[config.mk]
export PLATFORM = sky130hd
export DESIGN_NAME = fifo_write_arbiter
export DESIGN_NICKNAME = d
export VERILOG_FILES = /design/src/rtl/fifo_write_arbiter.sv
export SDC_FILE = /design/constraint.sdc
export NUM_CORES = 1
export LEC_CHECK = 0
export BUFFER_PORTS_ARGS = -buffer_cell sky130_fd_sc_hd__buf_2
export CORE_MARGIN = 3
export CORE_UTILIZATION = 48
export DETAILED_ROUTE_END_ITERATION = 6
export PLACE_DENSITY = 0.88
export SLEW_MARGIN = 20
export SYNTH_ARGS = -nofsm -noshare
export SYNTH_HDL_FRONTEND = slang
export SYNTH_SLANG_ARGS = --single-unit
[constraint.sdc]
create_clock -name clock -period 6.74 [get_ports clock]
set_input_delay 0 -clock clock [delete_from_list [all_inputs] [get_ports clock]]
set_output_delay 0 -clock clock [all_outputs]
set_load 0.01 [all_outputs]
[src/rtl/fifo_write_arbiter.sv]
// fifo_write_arbiter: round-robin arbiter that shares one FIFO write port between REQUESTERS producers.
// Defining FIFO_WRITE_ARBITER_BURST_LOCK_EN keeps the grant on one requester until its last beat.
module fifo_write_arbiter #(
    parameter int WIDTH       = 8,
    parameter int REQUESTERS  = 4,
    parameter int INDEX_WIDTH = $clog2(REQUESTERS)
) (
    input  logic                          clock,
    input  logic                          resetn,
    input  logic [REQUESTERS-1:0]         request_enable,
    input  logic [REQUESTERS*WIDTH-1:0]   request_data,
    input  logic [REQUESTERS-1:0]         request_last,
    output logic [REQUESTERS-1:0]         request_grant,
    output logic                          write_enable,
    output logic [WIDTH-1:0]              write_data,
    input  logic                          write_full,
    output logic [INDEX_WIDTH-1:0]        grant_index
);

    localparam int SUM_W = INDEX_WIDTH + 1;
    localparam logic [SUM_W-1:0] REQ_COUNT = SUM_W'(REQUESTERS);
    localparam logic [INDEX_WIDTH-1:0] LAST_INDEX = INDEX_WIDTH'(REQUESTERS - 1);

    logic [INDEX_WIDTH-1:0]    pointer_q, pointer_d;
    logic [INDEX_WIDTH-1:0]    grant_index_q, grant_index_d;

    logic [REQUESTERS-1:0]     eligible;
    logic [2*REQUESTERS-1:0]   eligible_double;
    logic [REQUESTERS-1:0]     eligible_rot;
    logic                      found;
    logic [INDEX_WIDTH-1:0]    offset;
    logic [SUM_W-1:0]          sum;
    logic [INDEX_WIDTH-1:0]    sel;
    logic [INDEX_WIDTH-1:0]    sel_plus_one;
    logic                      grant_valid;
    logic [WIDTH-1:0]          data_arr [REQUESTERS];

    generate
        for (genvar gi = 0; gi < REQUESTERS; gi++) begin : g_data_split
            assign data_arr[gi] = request_data[gi*WIDTH +: WIDTH];
        end
    endgenerate

`ifdef FIFO_WRITE_ARBITER_BURST_LOCK_EN
    typedef enum logic {
        ST_IDLE,
        ST_LOCKED
    } state_t;

    state_t                 state_q, state_d;
    logic [INDEX_WIDTH-1:0] owner_q, owner_d;

    // While locked only the burst owner may win; everyone else is masked out.
    assign eligible = (state_q == ST_LOCKED)
                    ? (request_enable & (REQUESTERS'(1) << owner_q))
                    : request_enable;
`else
    logic unused_last;

    assign unused_last = ^request_last;
    assign eligible    = request_enable;
`endif

    // Rotate so bit 0 is the requester at the priority pointer; explicit wrap for any REQUESTERS.
    assign eligible_double = {eligible, eligible};
    assign eligible_rot    = eligible_double[pointer_q +: REQUESTERS];

    always_comb begin
        found  = 1'b0;
        offset = '0;
        for (int k = REQUESTERS - 1; k >= 0; k--) begin
            if (eligible_rot[k]) begin
                found  = 1'b1;
                offset = INDEX_WIDTH'(k);
            end
        end
    end

    always_comb begin
        sum = {1'b0, pointer_q} + {1'b0, offset};
        if (sum >= REQ_COUNT) begin
            sum = sum - REQ_COUNT;
        end
        sel          = sum[INDEX_WIDTH-1:0];
        sel_plus_one = (sel == LAST_INDEX) ? '0 : sel + 1'b1;
    end

    assign grant_valid   = found & ~write_full & resetn;
    assign request_grant = grant_valid ? (REQUESTERS'(1) << sel) : '0;
    assign write_enable  = grant_valid;
    assign write_data    = grant_valid ? data_arr[sel] : '0;
    assign grant_index   = grant_index_q;

    always_comb begin
        pointer_d     = pointer_q;
        grant_index_d = grant_index_q;
`ifdef FIFO_WRITE_ARBITER_BURST_LOCK_EN
        state_d       = state_q;
        owner_d       = owner_q;
        if (grant_valid) begin
            grant_index_d = sel;
            if (request_last[sel]) begin
                pointer_d = sel_plus_one;
                state_d   = ST_IDLE;
            end else begin
                state_d   = ST_LOCKED;
                owner_d   = sel;
            end
        end
`else
        if (grant_valid) begin
            grant_index_d = sel;
            pointer_d     = sel_plus_one;
        end
`endif
    end

    always_ff @(posedge clock) begin
        if (!resetn) begin
            pointer_q     <= '0;
            grant_index_q <= '0;
`ifdef FIFO_WRITE_ARBITER_BURST_LOCK_EN
            state_q       <= ST_IDLE;
            owner_q       <= '0;
`endif
        end else begin
            pointer_q     <= pointer_d;
            grant_index_q <= grant_index_d;
`ifdef FIFO_WRITE_ARBITER_BURST_LOCK_EN
            state_q       <= state_d;
            owner_q       <= owner_d;
`endif
        end
    end

endmodule

**Yosys cells after proc, flatten, opt, wreduce, memory -nomap -nowiden**

Index checks and enable logic that the tools add are counted.

- Logic and storage cells: 29
- Output and inout port bits: 15
- Flip-flop bits (word level): 4
- Bits of input ports: 43

- Equality and inequality tests: 1
- $lt $le $gt $ge: 2
- $add $sub $neg: 3
- Shift operators: 2
- Bitwise gates (word level): 4
- Multiplexer cells: 15

Operators by type and width:

| operator | count |
|---|---|
| $mux W8 | 3 |
| $bmux W8 S2 | 1 |
| $mux W2 | 6 |
| $shiftx A8 B3 Y4 | 1 |
| $ge A3 B3 Y1 const B | 2 |
| $mux W1 | 4 |
| $mux W4 | 1 |
| $shl A1 B2 Y4 const A | 1 |
| $add A2 B2 Y3 | 1 |
| $not A2 Y3 | 1 |
| $add A2 B1 Y2 const B | 1 |
| $and A1 B1 Y1 | 2 |
| $eq A2 B2 Y1 const B | 1 |
| $sub A2 B1 Y2 const B | 1 |
| $not A1 Y1 | 1 |

**Logic depth before layout (Yosys ltp)**

Gate-level depths: netlist of the first run.

- Depth in word-level cells: 13
- Mapped depth: 13
- Mapped depth without buffers: 12

**Worst setup path before layout of the first run**

No wires, ideal clock.

- Path kind: register to register
- Start point: register pointer_q[0]
- End point: register pointer_q[1]
- Path buffers: 1
- Setup slack: 4.541 ns
- Arrival time: 2.083 ns
- Data required time: 6.624 ns
- Cell stages (with the launch flop): 12
- Library setup time: 0.116 ns
- Period minus slack after synthesis: 2.199 ns
- Path through: dfxtp_1 buf_2 and3_1 o21ai_0 o211ai_1 ha_1 xnor2_2 xnor2_2 inv_2 ha_1 mux2i_1 nor2b_1

- Word-level cells in the longest chain between the ends: 10
- Elaborated cells between the ends (all ways): 18
- Those cells by class: add/sub: 3; order compare: 1; eq/ne: 1; shift: 1; mux: 10; bitwise: 2

RTL lines:

| element | line | RTL |
|---|---|---|
| start: declaration | 24 | `logic [INDEX_WIDTH-1:0] pointer_q, pointer_d;` |
| start signal: assignment | 127 | `pointer_q <= pointer_d;` |
| $shiftx A8 B3 Y4 | 66 | `assign eligible_rot = eligible_double[pointer_q +: REQUESTERS];` |
| $mux W2 (4 in a row) | 72 | `if (eligible_rot[k]) begin` |
| $add A2 B2 Y3 * | 80 | `sum = {1'b0, pointer_q} + {1'b0, offset};` |
| $ge A3 B3 Y1 or $sub A2 B1 Y2 (tied branches) | 81, 82 |  |
| $mux W2 * | 81 | `if (sum >= REQ_COUNT) begin` |
| $add A2 B1 Y2 or $eq A2 B2 Y1 (tied branches) | 85 | `sel_plus_one = (sel == LAST_INDEX) ? '0 : sel + 1'b1;` |
| $mux W2 * | 85 |  |
| net sel_plus_one[1] | 34 | `logic [INDEX_WIDTH-1:0] sel_plus_one;` |

Mark *: on every way through the listed nets, which the timed path passes. The rest lies on a longest branch.
A chain may end at the register's enable or synchronous reset.

**Worst setup path after layout of the first run**

- Start point: register pointer_q[0]
- End point: output write_data[4]

- Word-level cells in the longest chain between the ends: 13
- Elaborated cells between the ends (all ways): 20
- Those cells by class: add/sub: 2; order compare: 1; shift: 1; mux: 13; bitwise: 3

RTL lines:

| element | line | RTL |
|---|---|---|
| $shiftx A8 B3 Y4 | 66 |  |
| $mux W2 (4 in a row) | 72 |  |
| $add A2 B2 Y3 | 80 |  |
| $ge A3 B3 Y1 or $sub A2 B1 Y2 (tied branches) | 81, 82 |  |
| $mux W2 | 81 |  |
| $not A2 Y3 (not written as such) | 91 | `assign write_data = grant_valid ? data_arr[sel] : '0;` |
| $bmux W8 S2 | 91 |  |
| $mux W8 (not written as such) (2 in a row) | 91 |  |
| $mux W8 * | 91 |  |
| end: declaration | 15 | `output logic [WIDTH-1:0] write_data,` |

Every way passes the cells marked *; elsewhere a longest branch is shown, timed or not. The select of a mux whose other input is x is not followed.

==> summary.txt, run 1 <==
Run status
  • Outcome: complete, no violations

Cells and area
  • Final Net Count: 230
  • Final Instance Count excl. Fillers: roughly 210
  • Area Overhead vs Synth: 23.2%
  • ANT cells: 0
  • Layout cells sized above 1: 36.3%
  • Most common cell after layout, fill and taps aside: buf_2
  • Commonest non-fill, non-tap cells in the layout: 53 x buf_2, 35 x nor3_1, 35 x mux2i_1

Yosys
  • Syn Area/Cell: 7.44 µm²
  • Register area share after synthesis: 7.75%
  • Synth warn: 0
  • Top FF cell, synth: dfxtp_1
  • Largest family of logic cells by synthesized area: multiplexers
  • Share of flip-flops with an asynchronous set or reset: 0%
  • Synthesized area: 1030 µm²
  • Post-synth EDFFs: 0
  • Post-synthesis cell count: 139
  • Yosys reg bits: 4
  • Mux contribution to synthesized area: 33.9%
  • Post-Syn Nets: 185
  • Complex-gate fraction of the synthesized area: 6.17%
  • Adder-Cell Fraction of Synth Area: 3.63%
  • Post-synthesis cell type count: 27
  • Post-synthesis xor/xnor area fraction: under 10%
  • Simple-gate share of the synthesized area: 33.1%

STA
  • Slew headroom: 40.8%
  • Setup_tns: 0 ns
  • Worst-margin pin slew: 0.888 ns
  • Tcrit/Tclk final: 44.1%
  • Final Critical Period: 2.97 ns
  • Max Clk Rate: between 300 and 400 MHz
  • Setup violations, final: 0
  • Max-slew violations: 0
  • Hold Violations, Final: 0
  • Skew final: 0.00834 ns
  • Unrepaired setup endpoints after global routing: no

Power
  • Leak pwr: between 0.7 and 0.8 nW
  • Power Total: slightly below 0.4 mW
  • Peak supply drop: 0.214 mV
  • Power density cells: 307 nW/µm²

Clocking
  • CTS H-Tree Depth: 1
  • Number of hold buffers added after CTS: 0
  • Skew-Pair Late Insertion Delay: 0.24 ns
  • Number of buffers created by CTS: 3
  • CTS Root Cell: clkbuf_4
  • Clock-pin transition on the worst setup and hold timing paths: 0.04 ns
  • # clock sinks: 4
  • Clock Path Buffers: 2
  • TritonCTS clock tree: yes
  • Setup Buffers After CTS: 0
  • Gates resized, CTS repair: 0

Floorplan
  • Die height: 52.4 µm
  • Starting Density: between 50% and 60%
  • Die Area: 2750 µm²
  • IO Count: 58
  • Rows: 16
  • Width of the die: 52.4 µm
  • Core Region: 2000 µm²

Setup path
  • Worst R2R Path Depth: 10
  • CP Launch Type: register
  • Worst setup EP type: output port
  • CP Class: reg2out
  • Reg2Reg Setup Slack: a little under 4 ns
  • CP required: 6.74 ns
  • Crit-path max FO: 18
  • Worst Path Arrival: slightly below 3 ns

Route
  • Iteration-0 DRC Markers: 11
  • Antenna viol nets, final: 0
  • Per-cell routed wire length: 12.3 µm
  • Drt first pass iters: 2
  • Drt drc: 0
  • Final Routed Wirelength: 2.58 mm
  • Via count: between 1,000 and 1,500
  • DR vias/cell: about 5.3

GRT
  • Vias in the first global route: approximately 1,000
  • Overflow after GRT: 0
  • First-pass GRT wire length: a little over 4 mm
  • Initial antenna violation count: 0
  • Pin count of the biggest net entering global routing: 36
  • GRT Total Usage: 19.3%

Run
  • Max-cap violations: 0

Place
  • Cell count after placement: 206
  • Placed wire-length estimate: 2.00 mm
  • Port bufs: 53
  • GPL Wtd Cong: 0.727

Min path
  • Hold Path Class: in2reg
  • Worst Hold Depth: 3
synthesized netlist by cell type (2+ instances only):
| master | number | share of area [%] |
|---|---|---|
| and3_1 | 2 | 1.2 |
| nor2_1 | 10 | 3.6 |
| nand2b_1 | 2 | 1.2 |
| ha_1 | 3 | 3.6 |
| buf_6 | 3 | 3.3 |
| nor2b_1 | 3 | 1.8 |
| o32ai_1 | 2 | 1.7 |
| buf_4 | 2 | 1.5 |
| mux2i_1 | 35 | 34 |
| inv_1 | 2 | 0.73 |
| a21oi_1 | 4 | 1.9 |
| nand2_1 | 9 | 3.3 |
| nor3_1 | 35 | 17 |
| inv_2 | 2 | 0.73 |
| buf_2 | 8 | 3.9 |
| xnor2_2 | 2 | 3.1 |
| dfxtp_1 | 4 | 7.7 |
| o21ai_0 | 2 | 0.97 |
path summary, 6_finish.rpt:
path / startpoint / end
worst max-delay path: pointer_q[0] / write_data[4]
worst min-delay path: resetn / grant_index[1]
worst max register to register: pointer_q[0] / pointer_q[1]
worst min register to register: grant_index[1] / grant_index[1]
cell families (layout without fill, tap and decap cells):
logic type | count (synthesis) | in the layout
AOI/OAI and AO/OA | 10 | 10
xor gates and xnor gates | 3 | 3
adders and majority gates | 3 | 3
buffers and inverters | 18 | 61
DFF | 4 | 4
muxes | 35 | 35
and+or+nand+nor | 66 | 66
where the power goes:
group / leakage [nW] / internal (mW) / switching [mW]
clock: 0.0138 / 0.0200 / 0.0106
sequential: 0.0330 / 0.0312 / 0.0141
combinational: 0.678 / 0.135 / 0.181
total: 0.725 / 0.186 / 0.206
area by class of cell:
type	instances	area, µm²
multi-input cells	117	850
fillers	179	728
inverters	4	15.0
flip-flops and latches	4	80.1
clock buffers	3	22.5
repair buffers	54	273
well taps	27	33.8
registers in the layout, summed over array words and instances, names as in the netlist:
signal / flops
grant_index: 2
pointer_q: 2
metal layers:
layer / wire length (µm) / track usage, %
met5: 0 / 0
met3: 83 / 1.14
met4: 26 / 8.09
met1: 1080 / 21.6
met2: 1390 / 37.0
metrics by stage:
| step | cell area (µm²) | setup slack [ns] | util [%] | hold slack, ns |
|---|---|---|---|---|
| after global placement | 1240 | 4.09 | 62.1 | 0.303 |
| after detailed placement | 1240 | 3.95 | 62.1 | 0.306 |
| final | 1270 | 3.77 | 63.6 | 0.0532 |
| after CTS | 1270 | 3.75 | 63.2 | 0.0523 |
| after floorplan | 1030 | 4.54 | - | 0.128 |
| after global routing | 1270 | 3.47 | 63.6 | 0.0665 |
worst max-delay path, stage by stage, from the launching register on:
cell and delay (ns):
dfxtp_1 0.55, nor3_1 0.11, o21ai_0 0.17, o211ai_1 0.14, ha_1 0.91, mux2i_1 0.40
nor3_1 0.08, mux2i_1 0.18, nand2_1 0.06, buf_2 0.14
Power figures use the tool's default switching activity.
==> run 2: changes to the inputs <==
--- a/config.mk
+++ b/config.mk
@@ -7,9 +7,9 @@
 export LEC_CHECK = 0
 export BUFFER_PORTS_ARGS = -buffer_cell sky130_fd_sc_hd__buf_2
 export CORE_MARGIN = 3
-export CORE_UTILIZATION = 48
+export CORE_UTILIZATION = 44
 export DETAILED_ROUTE_END_ITERATION = 6
-export PLACE_DENSITY = 0.88
+export PLACE_DENSITY = 0.82
 export SLEW_MARGIN = 20
 export SYNTH_ARGS = -nofsm -noshare
 export SYNTH_HDL_FRONTEND = slang
==> constraint.sdc (replaced) <==
create_clock -name clock -period 2.9 [get_ports clock]
set_input_delay 0 -clock clock [delete_from_list [all_inputs] [get_ports clock]]
set_output_delay 0 -clock clock [all_outputs]
set_load 0.01 [all_outputs]
==> run 2 against run 1 <==
Critical path depth grew 1. Final cell count grew 1.4%. Routed wire length grew 1.4%. Design area grew 1.2%. Die area grew 8.0%. Setup slack lost 3.4 ns. First-iteration DRC count shrank 18%. Register-to-register slack lost 3.3 ns. Combinational power grew 130%. Sequential cell count is the same. Largest power group unchanged.
==> summary.txt, run 2 (synthesized netlist as in run 1, its figures left out) <==
Run status
  • Outcome: complete, no violations

Clocking
  • # clock sinks: 4
  • Clock-pin transition on the worst setup and hold timing paths: 0.04 ns
  • CTS H-Tree Depth: 1
  • CTS Root Cell: clkbuf_4
  • Setup Buffers After CTS: 0
  • Clock Path Buffers: 2
  • Gates resized, CTS repair: 0
  • Number of buffers created by CTS: 3
  • Number of hold buffers added after CTS: 0
  • TritonCTS clock tree: yes
  • Skew-Pair Late Insertion Delay: 0.24 ns

Setup path
  • Worst R2R Path Depth: 10
  • CP Launch Type: register
  • CP Depth: 10
  • Delay-heaviest family, CP: flip-flops
  • Crit-path max FO: 18
  • Worst Path Arrival: 2.57 ns
  • Buffers plus inverters on the worst setup path: 2
  • CP Class: reg2out
  • CP required: 2.90 ns
  • Crit path max-delay cell type: dfxtp_1
  • CP max stage delay: 0.56 ns
  • Worst setup EP type: output port
  • Crit path cell chain: nor3_1 > o21ai_0 > o211ai_1 > ha_1 > buf_4 > mux2i_1 > nor3_1 > mux2i_1 > nand2_1 > buf_2

Route
  • Final Routed Wirelength: about 2.6 mm
  • Per-cell routed wire length: 12.3 µm
  • Via count: ~1,100
  • Drt first pass iters: 4
  • Drt drc: 0
  • Iteration-0 DRC Markers: 9
  • Antenna viol nets, final: 0
  • DR vias/cell: 5.40

Floorplan
  • Width of the die: 54.5 µm
  • Core Region: 2080 µm²
  • Starting Density: around half
  • IO Count: 58
  • Rows: 16
  • Die Area: 2970 µm²
  • Die height: 54.5 µm

Run
  • Max-cap violations: 0

GRT
  • Pin count of the biggest net entering global routing: 36
  • Vias in the first global route: approximately 1,000
  • Overflow after GRT: 0
  • GRT Total Usage: 18.4%
  • Initial antenna violation count: 0
  • First-pass GRT wire length: 4.11 mm

Cells and area
  • ANT cells: 0
  • Most common cell after layout, fill and taps aside: buf_2
  • Final Net Count: 233
  • Design area: 1290 µm²
  • Fillers: 208
  • Area Overhead vs Synth: 24.7%
  • Layout cells sized above 1: between 30% and 40%
  • Commonest non-fill, non-tap cells in the layout: 53 x buf_2, 35 x nor3_1, 35 x mux2i_1

Power
  • Peak supply drop: a little under 0.7 mV
  • Power density cells: between 700 and 800 nW/µm²
  • Leak pwr: approximately 0.74 nW

STA
  • Hold Violations, Final: 0
  • Unrepaired setup endpoints after global routing: no
  • Skew final: 0.00176 ns
  • Worst-margin pin slew: 0.507 ns
  • Setup violations, final: 0
  • Setup_tns: 0 ns
  • Slew headroom: 66.2%
  • Max-slew violations: 0
  • Max Clk Rate: 389 MHz
  • Tcrit/Tclk final: 88.7%
  • Final Critical Period: 2.57 ns

Place
  • Port bufs: 53
  • GPL Wtd Cong: about 0.66
  • Placed wire-length estimate: ~2 mm
  • Post-Place Cell Area: 1270 µm²

Min path
  • Worst Hold Depth: 2
  • Hold Path Class: in2reg
## run 2: cell count changes in the layout (fill, tap and decap cells not counted)
cell and delta:
xor2_2 -1, xor2_1 +1, buf_4 +3
## run 2: layout make-up
cell class	count	area [µm²]	area share, %
Tap cell	27	33.8	2.62
Clock buffer	3	22.5	1.75
Inverter	4	15.0	1.17
Timing Repair Buffer	57	295	22.9
Multi-Input combinational cell	117	842	65.3
Sequential cell	4	80.1	6.21
## run 2: worst register-to-register path, delay by kind of cell, from the launching register on
| kind | cells | cell delay (ns) |
|---|---|---|
| mux | 1 | 0.13 |
| compound gates | 2 | 0.35 |
| simple gates | 2 | 0.19 |
| fa+ha+maj | 2 | 0.53 |
| xor+xnor | 2 | 0.42 |
| flops | 1 | 0.56 |
| buf+inv | 1 | 0.07 |
## run 2: worst paths after layout
| kind | start | to | slack [ns] |
|---|---|---|---|
| min | resetn | pointer_q[1] | 0.07 |
| min reg2reg | grant_index[0] | grant_index[0] | 0.52 |
| max reg2reg | pointer_q[0] | pointer_q[1] | 0.55 |
| max | pointer_q[0] | write_data[6] | 0.33 |
## run 2: through the flow
stage	utilization [%]	instances	hold slack, ns	setup slack, ns	power [mW]
3_3_place_gp	60.8	209	0.292	0.681	0.813
5_1_grt	61.9	212	0.0665	0.0958	1.00
2_1_floorplan	-	139	0.128	0.701	0.682
3_5_place_dp	60.8	209	0.306	0.548	0.843
4_1_cts	61.9	212	0.0608	0.309	0.922
6_report	61.9	212	0.0668	0.328	0.913
## run 2: metal layers
metal	routed length, µm	global-route usage [%]	vias up
li1	-	-	596
met2	1430	36.1	29
met4	0	4.98	0
met3	116	2.72	0
met5	0	0	-
met1	1060	20.0	519
## run 2: report_power, final
part,total (mW),switching (mW),internal (mW)
sequential,0.103,0.0308,0.0724
clock,0.0708,0.0244,0.0464
combinational,0.739,0.413,0.326
total,0.913,0.468,0.444
